`config.mk`:
```
export PLATFORM = sky130hd
export DESIGN_NAME = sdram_sched
export DESIGN_NICKNAME = d
export VERILOG_FILES = /design/src/rtl/sdram_sched_pkg.sv /design/src/rtl/sdram_sched_rr_pick4.sv /design/src/rtl/sdram_sched.sv
export SDC_FILE = /design/constraint.sdc
export NUM_CORES = 1
export LEC_CHECK = 0
export BUFFER_PORTS_ARGS = -buffer_cell sky130_fd_sc_hd__buf_2
export CORE_UTILIZATION = 47
export CTS_BUF_LIST = sky130_fd_sc_hd__clkbuf_16
export DETAILED_ROUTE_END_ITERATION = 6
export PLACE_DENSITY = 0.73
export SLEW_MARGIN = 20
export SYNTH_ARGS = -nofsm -noshare
export SYNTH_HDL_FRONTEND = slang
export SYNTH_SLANG_ARGS = --single-unit
```
`constraint.sdc`:
```
create_clock -name sdram_clk -period 1.5 [get_ports sdram_clk]
set_input_delay 0.075 -clock sdram_clk [delete_from_list [all_inputs] [get_ports sdram_clk]]
set_output_delay 0.075 -clock sdram_clk [all_outputs]
set_load 0.1 [all_outputs]
```
`src/rtl/sdram_sched_pkg.sv`:
```
// Shared types and constants for the SDRAM-side tx FIFO scheduler.
// Channels 4-7 form the high class, channels 0-3 the low class.
package sdram_sched_pkg;

  localparam int NCH     = 8;
  localparam int HI_BASE = 4;
  localparam int LO_BASE = 0;

  typedef enum logic [1:0] {
    IDLE,
    START,
    BURST,
    REF
  } state_t;

endpackage

```
`src/rtl/sdram_sched_rr_pick4.sv`:
```
// Four-way round-robin picker: first request at or after ptr, wrapping.
// Purely combinational; one instance per priority class.
module rr_pick4 (
  input  logic [3:0] req,
  input  logic [1:0] ptr,
  output logic       found,
  output logic [1:0] idx
);

  logic [1:0] cand;

  // Walk offsets high to low so the nearest request overwrites last.
  always_comb begin
    found = 1'b0;
    idx   = ptr;
    cand  = ptr;
    for (int i = 3; i >= 0; i--) begin
      cand = ptr + 2'(i);
      if (req[cand]) begin
        found = 1'b1;
        idx   = cand;
      end
    end
  end

endmodule

```
`src/rtl/sdram_sched.sv`:
```
// Burst/refresh scheduler: picks the next tx FIFO channel for the
// SDR FSM, holds it for the burst and slots refreshes between bursts.
module sdram_sched
  import sdram_sched_pkg::*;
#(
  parameter logic [7:0] PORT_MASK    = 8'hFF,
  parameter int         STARVE_W     = 4,
  parameter int         STARVE_LIMIT = 8
) (
  input  logic       sdram_clk,
  input  logic       wb_rst_n,
  input  logic [7:0] fifo_empty,
  input  logic       ctrl_idle,
  input  logic       done,
  input  logic       ref_req,
  input  logic       ref_done,
  output logic       adr_init,
  output logic [2:0] fifo_sel,
  output logic       busy,
  output logic       ref_ack
);

  state_t state;
  state_t state_nx;

  logic [NCH-1:0]      req;
  logic [3:0]          lo_req;
  logic [3:0]          hi_req;
  logic [1:0]          lo_ptr;
  logic [1:0]          hi_ptr;
  logic [1:0]          lo_idx;
  logic [1:0]          hi_idx;
  logic                lo_found;
  logic                hi_found;
  logic [STARVE_W-1:0] starve_cnt;
  logic                forced;
  logic                pick_lo;
  logic                grant;
  logic                take_ref;
  logic [2:0]          win_sel;

  assign req    = ~fifo_empty & PORT_MASK;
  assign lo_req = req[LO_BASE +: 4];
  assign hi_req = req[HI_BASE +: 4];

  rr_pick4 u_lo (
    .req   (lo_req),
    .ptr   (lo_ptr),
    .found (lo_found),
    .idx   (lo_idx)
  );

  rr_pick4 u_hi (
    .req   (hi_req),
    .ptr   (hi_ptr),
    .found (hi_found),
    .idx   (hi_idx)
  );

  assign forced  = lo_found &&
                   (starve_cnt == STARVE_W'(STARVE_LIMIT));
  assign pick_lo = forced || !hi_found;
  assign win_sel = pick_lo ? 3'(LO_BASE) + {1'b0, lo_idx}
                           : 3'(HI_BASE) + {1'b0, hi_idx};

  always_comb begin
    state_nx = state;
    grant    = 1'b0;
    take_ref = 1'b0;
    unique case (state)
      IDLE: begin
        if (ctrl_idle) begin
          if (ref_req) begin
            take_ref = 1'b1;
            state_nx = REF;
          end else if (lo_found || hi_found) begin
            grant    = 1'b1;
            state_nx = START;
          end
        end
      end
      START: state_nx = BURST;
      BURST: if (done) state_nx = IDLE;
      REF:   if (ref_done) state_nx = IDLE;
    endcase
  end

  always_ff @(posedge sdram_clk or negedge wb_rst_n) begin
    if (!wb_rst_n) begin
      state    <= IDLE;
      adr_init <= 1'b0;
      fifo_sel <= 3'd0;
      busy     <= 1'b0;
      ref_ack  <= 1'b0;
    end else begin
      state    <= state_nx;
      adr_init <= grant;
      ref_ack  <= take_ref;
      busy     <= (state_nx != IDLE);
      if (grant) fifo_sel <= win_sel;
    end
  end

  // Pointers advance past the winner; starvation counts high grants
  // only while the low class is actually waiting.
  always_ff @(posedge sdram_clk or negedge wb_rst_n) begin
    if (!wb_rst_n) begin
      lo_ptr     <= 2'd0;
      hi_ptr     <= 2'd0;
      starve_cnt <= '0;
    end else if (grant) begin
      if (pick_lo) begin
        lo_ptr     <= lo_idx + 2'd1;
        starve_cnt <= '0;
      end else begin
        hi_ptr <= hi_idx + 2'd1;
        if (!lo_found) begin
          starve_cnt <= '0;
        end else if (starve_cnt != '1) begin
          starve_cnt <= starve_cnt + 1'b1;
        end
      end
    end
  end

endmodule
```
==> flow_summary.json, run 1 <==
{
  "status": "complete, but fails checks",
  "violations": "setup timing",
  "min_to": "state[0]$_DFF_PN0_",
  "start_util_pct": 52.6,
  "synth_top_area_share_pct": 41.8,
  "vdd_ir_drop_max_v": 0.00206,
  "gp_congestion": 0.810,
  "clock_latency_ps": 240,
  "drive_above_1_share_pct": 38.2,
  "diodes": 0,
  "post_drt_via_cell_ratio": 5.68,
  "htreeDepth": 1,
  "detail_route.wl_per_cell_um": 14.0,
  "die_h_um": 47.2,
  "hold_violations": 0,
  "dieArea_um2": 2220,
  "path_delay_family": "simple AND/OR/NAND/NOR gates",
  "leakagePower_nw": 0.594,
  "cpPeakStageDelay_ps": 350,
  "critPathSlowestCell": "dfrtp_1",
  "arrival_ps": 1670,
  "avgSynthCellArea_um2": 9.88,
  "cts_sinks": 16,
  "cts.path.max_buffers": 2,
  "p_sw_share_pct": 44.5,
  "path_buf_inv": 1,
  "rsz0062_at_grt": "yes",
  "seqPwrFrac_pct": 30.2,
  "timing.setup.tns_ps": -81.9,
  "cp-start-kind": "register",
  "p_comb_share_pct": 50.9,
  "min_from": "ref_done",
  "fp.coreArea_um2": 1820,
  "finalSetupViolations": 2,
  "ff2ff_setup_slack_ps": -50,
  "r2r_end": "hi_ptr[1]$_DFFE_PN0P_",
  "cts_tree": "built",
  "post_cts_buffers": 0,
  "grt_max_degree": 17,
  "fin_ws_ps": -49.3,
  "finalCritPeriodShare_pct": 103,
  "syn_area_um2": 958,
  "worst-r2r-cell-count": 6,
  "cts_made_buffers": 3,
  "slew_violations": 0,
  "die_w_um": 47.2,
  "r2r-start": "starve_cnt[1]$_DFFE_PN0P_",
  "cts-root-buf": "clkbuf_16",
  "cp-end-kind": "register",
  "yosysSeqAreaShare_pct": 41.8,
  "dr_total_vias": 886,
  "clock.fmax_mhz": 645,
  "synth_top_cell_by_area": "dfrtp_1",
  "yosysUniqueCellTypes": 34,
  "crit_chain": "inv_1 > ha_4 > nand3b_1 > o21ai_2 > or3_4 > mux2_4",
  "grt_pass1_vias": 781,
  "drtIter0Drc": 29,
  "drtAntennaViolNets": 0,
  "hold_path.class": "in2reg",
  "critical_path_class": "reg2reg",
  "nets": 148,
  "clockPowerShare_pct": 18.9,
  "yosys_warnings": 0,
  "synthesis.instances": 97,
  "routed_wl_mm": 2.18,
  "synth_area_leaders": "dfrtp_1 42%, mux2_2 5.9%, nand2_1 4.7%",
  "post-route-min-period_ps": 1550,
  "cp_max_fo": 3,
  "dpl.hpwl_mm": 1.52,
  "worst_pin_slew_ps": 491,
  "rows": 15,
  "place.port_buffers": 19,
  "drt_first_pass_iters": 4,
  "fillerInstances": 159,
  "max_cap_violations": 0,
  "cts.clk_slew.worst_paths_ps": 50,
  "relSlewSlack_pct": 67.5,
  "antenna_found_initial": 0,
  "p_int_w": 0.00148,
  "p_per_area_nw_per_um2": 2080,
  "final_util_pct": 70.7,
  "drc": 0,
  "synth-seq-cells": 16,
  "grt_pass1_wl_mm": 3.08,
  "required_ps": 1620,
  "grt_overflow": 0,
  "area_growth_pct": 34.3,
  "grt.total_usage_pct": 20.1,
  "syn-num-nets": 113,
  "clock_skew_ps": 1.62,
  "p_sw_w": 0.00119,
  "min_path_cells": 2,
  "io_pins": 20
}
[layout make-up]
cell class | instances | area (um2) | share of cell area (%)
clock buffers | 3 | 75.1 | 5.83
clock inverters | 1 | 3.75 | 0.292
inverters | 6 | 22.5 | 1.75
multi-input cells | 75 | 573 | 44.5
flip-flops and latches | 16 | 402 | 31.2
well taps | 25 | 31.3 | 2.43
repair buffers | 30 | 180 | 14.0
[cell usage in the layout (no fill, tap or decap), drive strengths merged, types with 4 or more instances in the layout]
cell	count
buf	29
dfrtp	16
nand2	12
nor2	9
o21ai	7
inv	6
mux2	5
and3	4
[kinds of logic (layout without fill, tap and decap cells)]
family          Yosys count  after routing  synth area share, %
mux                       6              6                 6.92
flops                    16             16                 41.8
simple gates             38             38                 24.0
fa+ha+maj                 2              2                 2.61
compound gates           25             25                 18.7
buf+inv                   6             40                 2.35
xor+xnor                  4              4                 3.66
[power groups by stage]
stage / Sequential, W / Clock, W / Combinational (W)
after floorplan: 0.00121 / 0 / 0.000505
after global placement: 0.000783 / 0 / 0.00125
after detailed placement: 0.000795 / 0 / 0.00128
after CTS: 0.000789 / 0.000514 / 0.00129
after global routing: 0.000832 / 0.000537 / 0.00147
final: 0.000808 / 0.000504 / 0.00136
[stage by stage]
stage	area, um2	setup slack (ps)	total power [W]	hold slack [ps]	instances
finish	1290	-49.3	0.00267	31.3	156
global route	1290	-105	0.00284	21.1	156
CTS	1250	-35.6	0.00259	30.2	156
detailed placement	1160	-29.3	0.00207	1.24	151
global placement	1160	9.66	0.00203	-1.49	151
floorplan	958	-7.25	0.00171	-221	97
[worst max-delay path by stage]
stage	from	to	slack, ps	depth (start not counted)
floorplan	starve_cnt[0]$_DFFE_PN0P_	hi_ptr[0]$_DFFE_PN0P_	-7	6
global placement	starve_cnt[0]$_DFFE_PN0P_	hi_ptr[0]$_DFFE_PN0P_	10	6
detailed placement	starve_cnt[0]$_DFFE_PN0P_	hi_ptr[0]$_DFFE_PN0P_	-30	6
CTS	starve_cnt[0]$_DFFE_PN0P_	hi_ptr[0]$_DFFE_PN0P_	-40	6
global route	starve_cnt[1]$_DFFE_PN0P_	hi_ptr[1]$_DFFE_PN0P_	-100	6
finish	starve_cnt[1]$_DFFE_PN0P_	hi_ptr[1]$_DFFE_PN0P_	-50	6
[state kept, by name, summed over array words and instances (netlist names)]
register,cells
starve_cnt,4
adr_init,1
busy,1
state,2
hi_ptr,2
fifo_sel,3
ref_ack,1
lo_ptr,2
[Yosys cell counts (all sizes together)]
cell / count
dfrtp: 16
nand2: 12
nor2: 9
o21ai: 7
inv: 6
mux2: 5
and3: 4
a21oi: 3
nand3: 3
nand3b: 3
o22ai: 3
xnor2: 3
a221o: 2
a2bb2oi: 2
ha: 2
nand4: 2
o2bb2ai: 2
or3: 2
a22oi: 1
a31oi: 1
mux2i: 1
nor3: 1
nor3b: 1
nor4b: 1
o2111ai: 1
o21a: 1
o21bai: 1
o32a: 1
xor2: 1
[layer usage]
| layer | GRT usage (%) | share of wire [%] | wire length [um] | vias to the layer above |
|---|---|---|---|---|
| met5 | 0 | 0 | 0 | - |
| li1 | - | - | - | 429 |
| met1 | 22.0 | 40 | 884 | 433 |
| met3 | 4.62 | 3.3 | 71 | 4 |
| met4 | 5.14 | 1.1 | 23 | 0 |
| met2 | 38.6 | 55 | 1210 | 20 |
[worst reg2reg max path, stage by stage, from the launching register on]
cell      delay [ps]
dfrtp_1          350
inv_1             70
ha_4             150
nand3b_1         130
o21ai_2           90
or3_4            350
mux2_4           300
[repair_timing]
item | in CTS | in global routing
endpoints found under the setup margin | 2 | 10
gates resized for setup | 0 | 11
pin swaps | 0 | 1
hold buffers | 1 | 0
hold endpoints to repair | 16 | 0
Note: power is estimated with default switching activity, not from simulation.
==> inputs of run 2 (changes only) <==
SETUP_SLACK_MARGIN = 0.3   (was not set)
==> run 2 against run 1 <==
The flow still finishes with violations (setup timing). Global-route usage increased by 3.0 points. Cell count increased by 5.1%. Core utilization increased by 7.7 points. Flip-flop and latch count unchanged. Clock power increased by 2%. First-iteration DRC count decreased by 31%. Clock skew increased by 3.9 ps. Via count increased by 6.5%. Power increased by 9.3%. Non-clock buffer count increased by 8. Largest cell class unchanged.
==> flow_summary.json, run 2 (same netlist as run 1, synthesis figures left out) <==
{
  "largest_reg_flops": 4,
  "timing.setup.tns_ps": -164,
  "drtAntennaViolNets": 0,
  "io_pins": 20,
  "fp.coreArea_um2": 1820,
  "leakagePower_nw": 0.645,
  "detail_route.wl_per_cell_um": 15.7,
  "grt_pass1_wl_mm": 3.66,
  "final_cell_mix": "19 x buf_2, 15 x buf_4, 14 x dfrtp_1",
  "slew_violations": 0,
  "status": "complete, but fails checks",
  "nets": 156,
  "routed_wl_mm": 2.57,
  "drc": 0,
  "place.port_buffers": 19,
  "start_util_pct": 52.6,
  "grt_overflow": 0,
  "post-route-min-period_ps": 1550,
  "final_common_cell": "buf_2",
  "violations": "setup timing",
  "cp-end-kind": "register",
  "dr_total_vias": 944,
  "cts_sinks": 16,
  "dieArea_um2": 2220,
  "drive_above_1_share_pct": 51.8,
  "dpl.hpwl_mm": 1.57,
  "drtIter0Drc": 20,
  "diodes": 0,
  "largestRegisters": "starve_cnt (4), fifo_sel (3)",
  "max_cap_violations": 0,
  "worst_pin_slew_ps": 487,
  "grt_pass1_vias": 886,
  "die_h_um": 47.2,
  "p_per_area_nw_per_um2": 2050,
  "relSlewSlack_pct": 67.8,
  "finalSetupViolations": 4,
  "cts-root-buf": "clkbuf_16",
  "grt_max_degree": 17,
  "gp_congestion": 0.779,
  "fillerInstances": 115,
  "hold_path.class": "in2reg",
  "rows": 15,
  "hold_violations": 0,
  "regMostFlops": "starve_cnt",
  "clock_skew_ps": 5.54,
  "cts.clk_slew.worst_paths_ps": 50,
  "critical_path_class": "reg2reg",
  "worstSetupStartpoint": "starve_cnt[0]$_DFFE_PN0P_",
  "area_growth_pct": 49.0,
  "final_util_pct": 78.4,
  "cp_max_fo": 3,
  "fin_ws_ps": -50.2,
  "multiInputGateArea_um2": 641,
  "arrival_ps": 1730,
  "rsz0062_at_grt": "yes",
  "holdWs_ps": 28.9,
  "required_ps": 1680,
  "cts_made_buffers": 3,
  "min_from": "ref_done",
  "r2r-start": "starve_cnt[0]$_DFFE_PN0P_",
  "vdd_ir_drop_max_v": 0.00171,
  "htreeDepth": 1,
  "grt.total_usage_pct": 23.1,
  "clock.fmax_mhz": 645,
  "antenna_found_initial": 0,
  "post_drt_via_cell_ratio": 5.76,
  "clock_latency_ps": 250,
  "cts.path.max_buffers": 2,
  "die_w_um": 47.2,
  "drt_first_pass_iters": 5,
  "cp-start-kind": "register",
  "finalCritPeriodShare_pct": 103,
  "register_area_um2": 403,
  "cts_tree": "built"
}
run 2: cell types whose count changed in the layout (fill, tap and decap cells not counted), sizes merged:
| cell | previous run | this run |
|---|---|---|
| buf | 29 | 37 |
run 2: timing repair:
| action | in CTS | in global routing |
|---|---|---|
| hold endpoints to repair | 16 | 0 |
| setup buffers | 7 | 2 |
| gates resized for setup | 10 | 14 |
| setup endpoints to repair | 12 | 12 |
| hold buffers | 1 | 0 |
| pin swaps | 4 | 4 |
run 2: path summary, 6_finish.rpt:
path	slack, ps	cells after the start	end
setup reg to reg	-50	7	fifo_sel[0]$_DFFE_PN0P_
hold reg to reg	470	2	fifo_sel[1]$_DFFE_PN0P_
setup / recovery	-50	7	fifo_sel[0]$_DFFE_PN0P_
max in group asynchronous	930	2	lo_ptr[1]$_DFFE_PN0P_
min in group asynchronous	280	2	hi_ptr[0]$_DFFE_PN0P_
hold / removal	30	2	state[0]$_DFF_PN0_
run 2: stage by stage:
step / area [um2] / total power [W] / std cells / setup slack (ps)
3_5_place_dp: 1160 / 0.00207 / 150 / -37.9
2_1_floorplan: 971 / 0.00174 / 97 / 12.1
6_report: 1430 / 0.00292 / 164 / -50.2
3_3_place_gp: 1160 / 0.00203 / 150 / -1.84
5_1_grt: 1430 / 0.00306 / 164 / -113
4_1_cts: 1350 / 0.00276 / 162 / -5.55
run 2: layout make-up:
cell class              instances  share of cell area, %
multi-input cells              75                   44.9
flip-flops and latches         16                   28.2
repair buffers                 38                   17.6
clock buffers                   3                   5.26
well taps                      25                   2.19
inverters                       6                   1.58
clock inverters                 1                  0.263
run 2: worst max-delay path, cell delays in order, from the launching register on:
cell and delay (ps):
dfrtp_1 400, inv_2 70, ha_2 150, nand3b_1 120
o21ai_2 190, buf_4 150, mux2_4 300, o21ai_2 100
run 2: layer usage:
layer	vias up	share of wire [%]	global-route usage [%]
met5	-	0	0
met4	0	1.5	2.86
met3	6	3.3	6.54
met2	26	54	43.6
met1	469	41	26.5
li1	443	-	-
run 2: power breakdown:
group	internal, W	total (W)	switching, W
Combinational	0.000636	0.00159	0.000952
Sequential	0.000627	0.000821	0.000194
Clock	0.000353	0.000512	0.000159
Total	0.00162	0.00292	0.00131
==> inputs of run 3 (changes only) <==
TNS_END_PERCENT = 20   (was not set)
==> run 3 against run 2 <==
The run still ends with setup timing left. First-iteration DRC count down 30%. Design area decreased by 6.3%. Clock-buffer cell count is the same. Global-route usage is 2.3 points lower. Non-clock buffer count decreased by 8. Flip-flop and latch count unchanged. Routed wire length is 18% lower. Die area unchanged. Worst hold slack worse by 5.3 ps. Via count is 6.0% lower. Power is 5.7% lower. Clock skew decreased by 1.8 ps. Critical endpoint is now hi_ptr[0]$_DFFE_PN0P_.
==> flow_summary.json, run 3 (same netlist as run 1, synthesis figures left out) <==
{
  "status": "complete, but fails checks",
  "violations": "setup timing",
  "htreeDepth": 1,
  "required_ps": 1620,
  "diodes": 0,
  "p_comb_share_pct": 52.0,
  "clock.fmax_mhz": 651,
  "finalCritPeriodShare_pct": 102,
  "fp.coreArea_um2": 1820,
  "p_per_area_nw_per_um2": 2060,
  "cp_max_fo": 3,
  "arrival_ps": 1660,
  "final_cell_area_um2": 1340,
  "finalSetupViolations": 2,
  "post-route-min-period_ps": 1540,
  "timing.setup.tns_ps": -68.5,
  "slew_violations": 0,
  "largestRegisters": "starve_cnt (4), fifo_sel (3)",
  "grt.total_usage_pct": 20.8,
  "routed_wl_mm": 2.11,
  "drive_above_1_share_pct": 45.0,
  "cts_sinks": 16,
  "relSlewSlack_pct": 67.8,
  "drtIter0Drc": 14,
  "die_h_um": 47.2,
  "seqPwrFrac_pct": 29.5,
  "clock_latency_ps": 240,
  "largest_reg_flops": 4,
  "place.port_buffers": 19,
  "cts.clk_slew.worst_paths_ps": 50,
  "worst_pin_slew_ps": 486,
  "register_area_um2": 402,
  "rsz0062_at_grt": "yes",
  "regMostFlops": "starve_cnt",
  "dpl-instance-area_um2": 1160,
  "dpl.hpwl_mm": 1.52,
  "post_drt_via_cell_ratio": 5.69,
  "dieArea_um2": 2220,
  "clock_skew_ps": 3.76,
  "p_total_w": 0.00276,
  "area_growth_pct": 39.6,
  "leakagePower_nw": 0.600,
  "drtAntennaViolNets": 0,
  "cts_tree": "built",
  "max_cap_violations": 0,
  "hold_violations": 0,
  "final_common_cell": "buf_2",
  "cts_made_buffers": 3,
  "drt_first_pass_iters": 4,
  "cts.path.max_buffers": 2,
  "p_int_w": 0.00153,
  "fin_ws_ps": -36.6,
  "drc": 0,
  "grt_overflow": 0,
  "hold_path.class": "in2reg",
  "fillerInstances": 145,
  "detail_route.wl_per_cell_um": 13.5,
  "start_util_pct": 52.6,
  "io_pins": 20,
  "p_sw_share_pct": 44.4,
  "dr_total_vias": 887,
  "vdd_ir_drop_max_v": 0.00138,
  "clockPowerShare_pct": 18.5,
  "p_sw_w": 0.00122,
  "grt_pass1_vias": 796,
  "cp-end-kind": "register",
  "multiInputGateArea_um2": 616,
  "die_w_um": 47.2,
  "cp-start-kind": "register",
  "nets": 148,
  "rows": 15,
  "cts-root-buf": "clkbuf_16",
  "grt_pass1_wl_mm": 3.19,
  "grt_max_degree": 17,
  "final_cell_mix": "19 x buf_2, 15 x dfrtp_1, 11 x nand2_1",
  "gp_congestion": 0.810,
  "antenna_found_initial": 0,
  "critical_path_class": "reg2reg"
}
[run 3: cell count changes in the layout (fill, tap and decap cells not counted), sizes merged]
cell / change
buf: -8
[run 3: area by class of cell]
cell class	instances	area share, %
Inverter	6	1.68
Multi-Input combinational cell	75	46.0
Clock inverter	1	0.281
Tap cell	25	2.34
Timing Repair Buffer	30	14.0
Sequential cell	16	30.0
Clock buffer	3	5.61
[run 3: worst max-delay path, stage by stage (launching register included)]
cell and delay [ps]:
dfrtp_1 350, inv_1 70, ha_4 150, nand3b_1 140, o21ai_2 90, or3_4 340
mux2_2 270
[run 3: worst paths after layout]
kind                                           start  cells past startpoint                   endpoint  slack, ps
setup / recovery           starve_cnt[1]$_DFFE_PN0P_                      6      hi_ptr[0]$_DFFE_PN0P_        -40
hold / removal                              ref_done                      2         state[0]$_DFF_PN0_         20
setup reg to reg           starve_cnt[1]$_DFFE_PN0P_                      6      hi_ptr[0]$_DFFE_PN0P_        -40
hold reg to reg              fifo_sel[1]$_DFFE_PN0P_                      2    fifo_sel[1]$_DFFE_PN0P_        490
max in group asynchronous                   wb_rst_n                      2         state[0]$_DFF_PN0_        950
min in group asynchronous                   wb_rst_n                      2  starve_cnt[3]$_DFFE_PN0P_        270
[run 3: power groups by stage]
| stage | registers (W) | logic [W] | clock network [W] |
|---|---|---|---|
| 2_1_floorplan | 0.00121 | 0.000505 | 0 |
| 3_3_place_gp | 0.000783 | 0.00125 | 0 |
| 3_5_place_dp | 0.000795 | 0.00128 | 0 |
| 4_1_cts | 0.000803 | 0.00132 | 0.000514 |
| 5_1_grt | 0.000834 | 0.00154 | 0.000542 |
| 6_report | 0.000812 | 0.00143 | 0.000510 |
[run 3: metal layers]
metal  wire, um  track usage (%)  vias up
met5          0                0        -
met2       1160             39.7       19
li1           -                -      430
met1        875             23.2      434
met3         54             4.62        4
met4         18             5.14        0
[run 3: what timing repair did]
item                                    CTS  global route
gates resized for setup                   8            15
hold endpoints to repair                 16             0
buffers inserted                          0             0
endpoints found under the setup margin   13            12
pin swaps                                 6            10
hold buffers                              1             0
[run 3: stage by stage]
step	instances	setup slack, ps	utilization, %	hold WS (ps)
after global placement	151	9.66	63.7	-1.49
final	156	-36.6	73.5	23.5
after detailed placement	151	-29.3	63.7	1.24
after CTS	156	-10.6	70.3	30.2
after global routing	156	-98.6	73.5	17.5
after floorplan	97	-7.25	-	-221
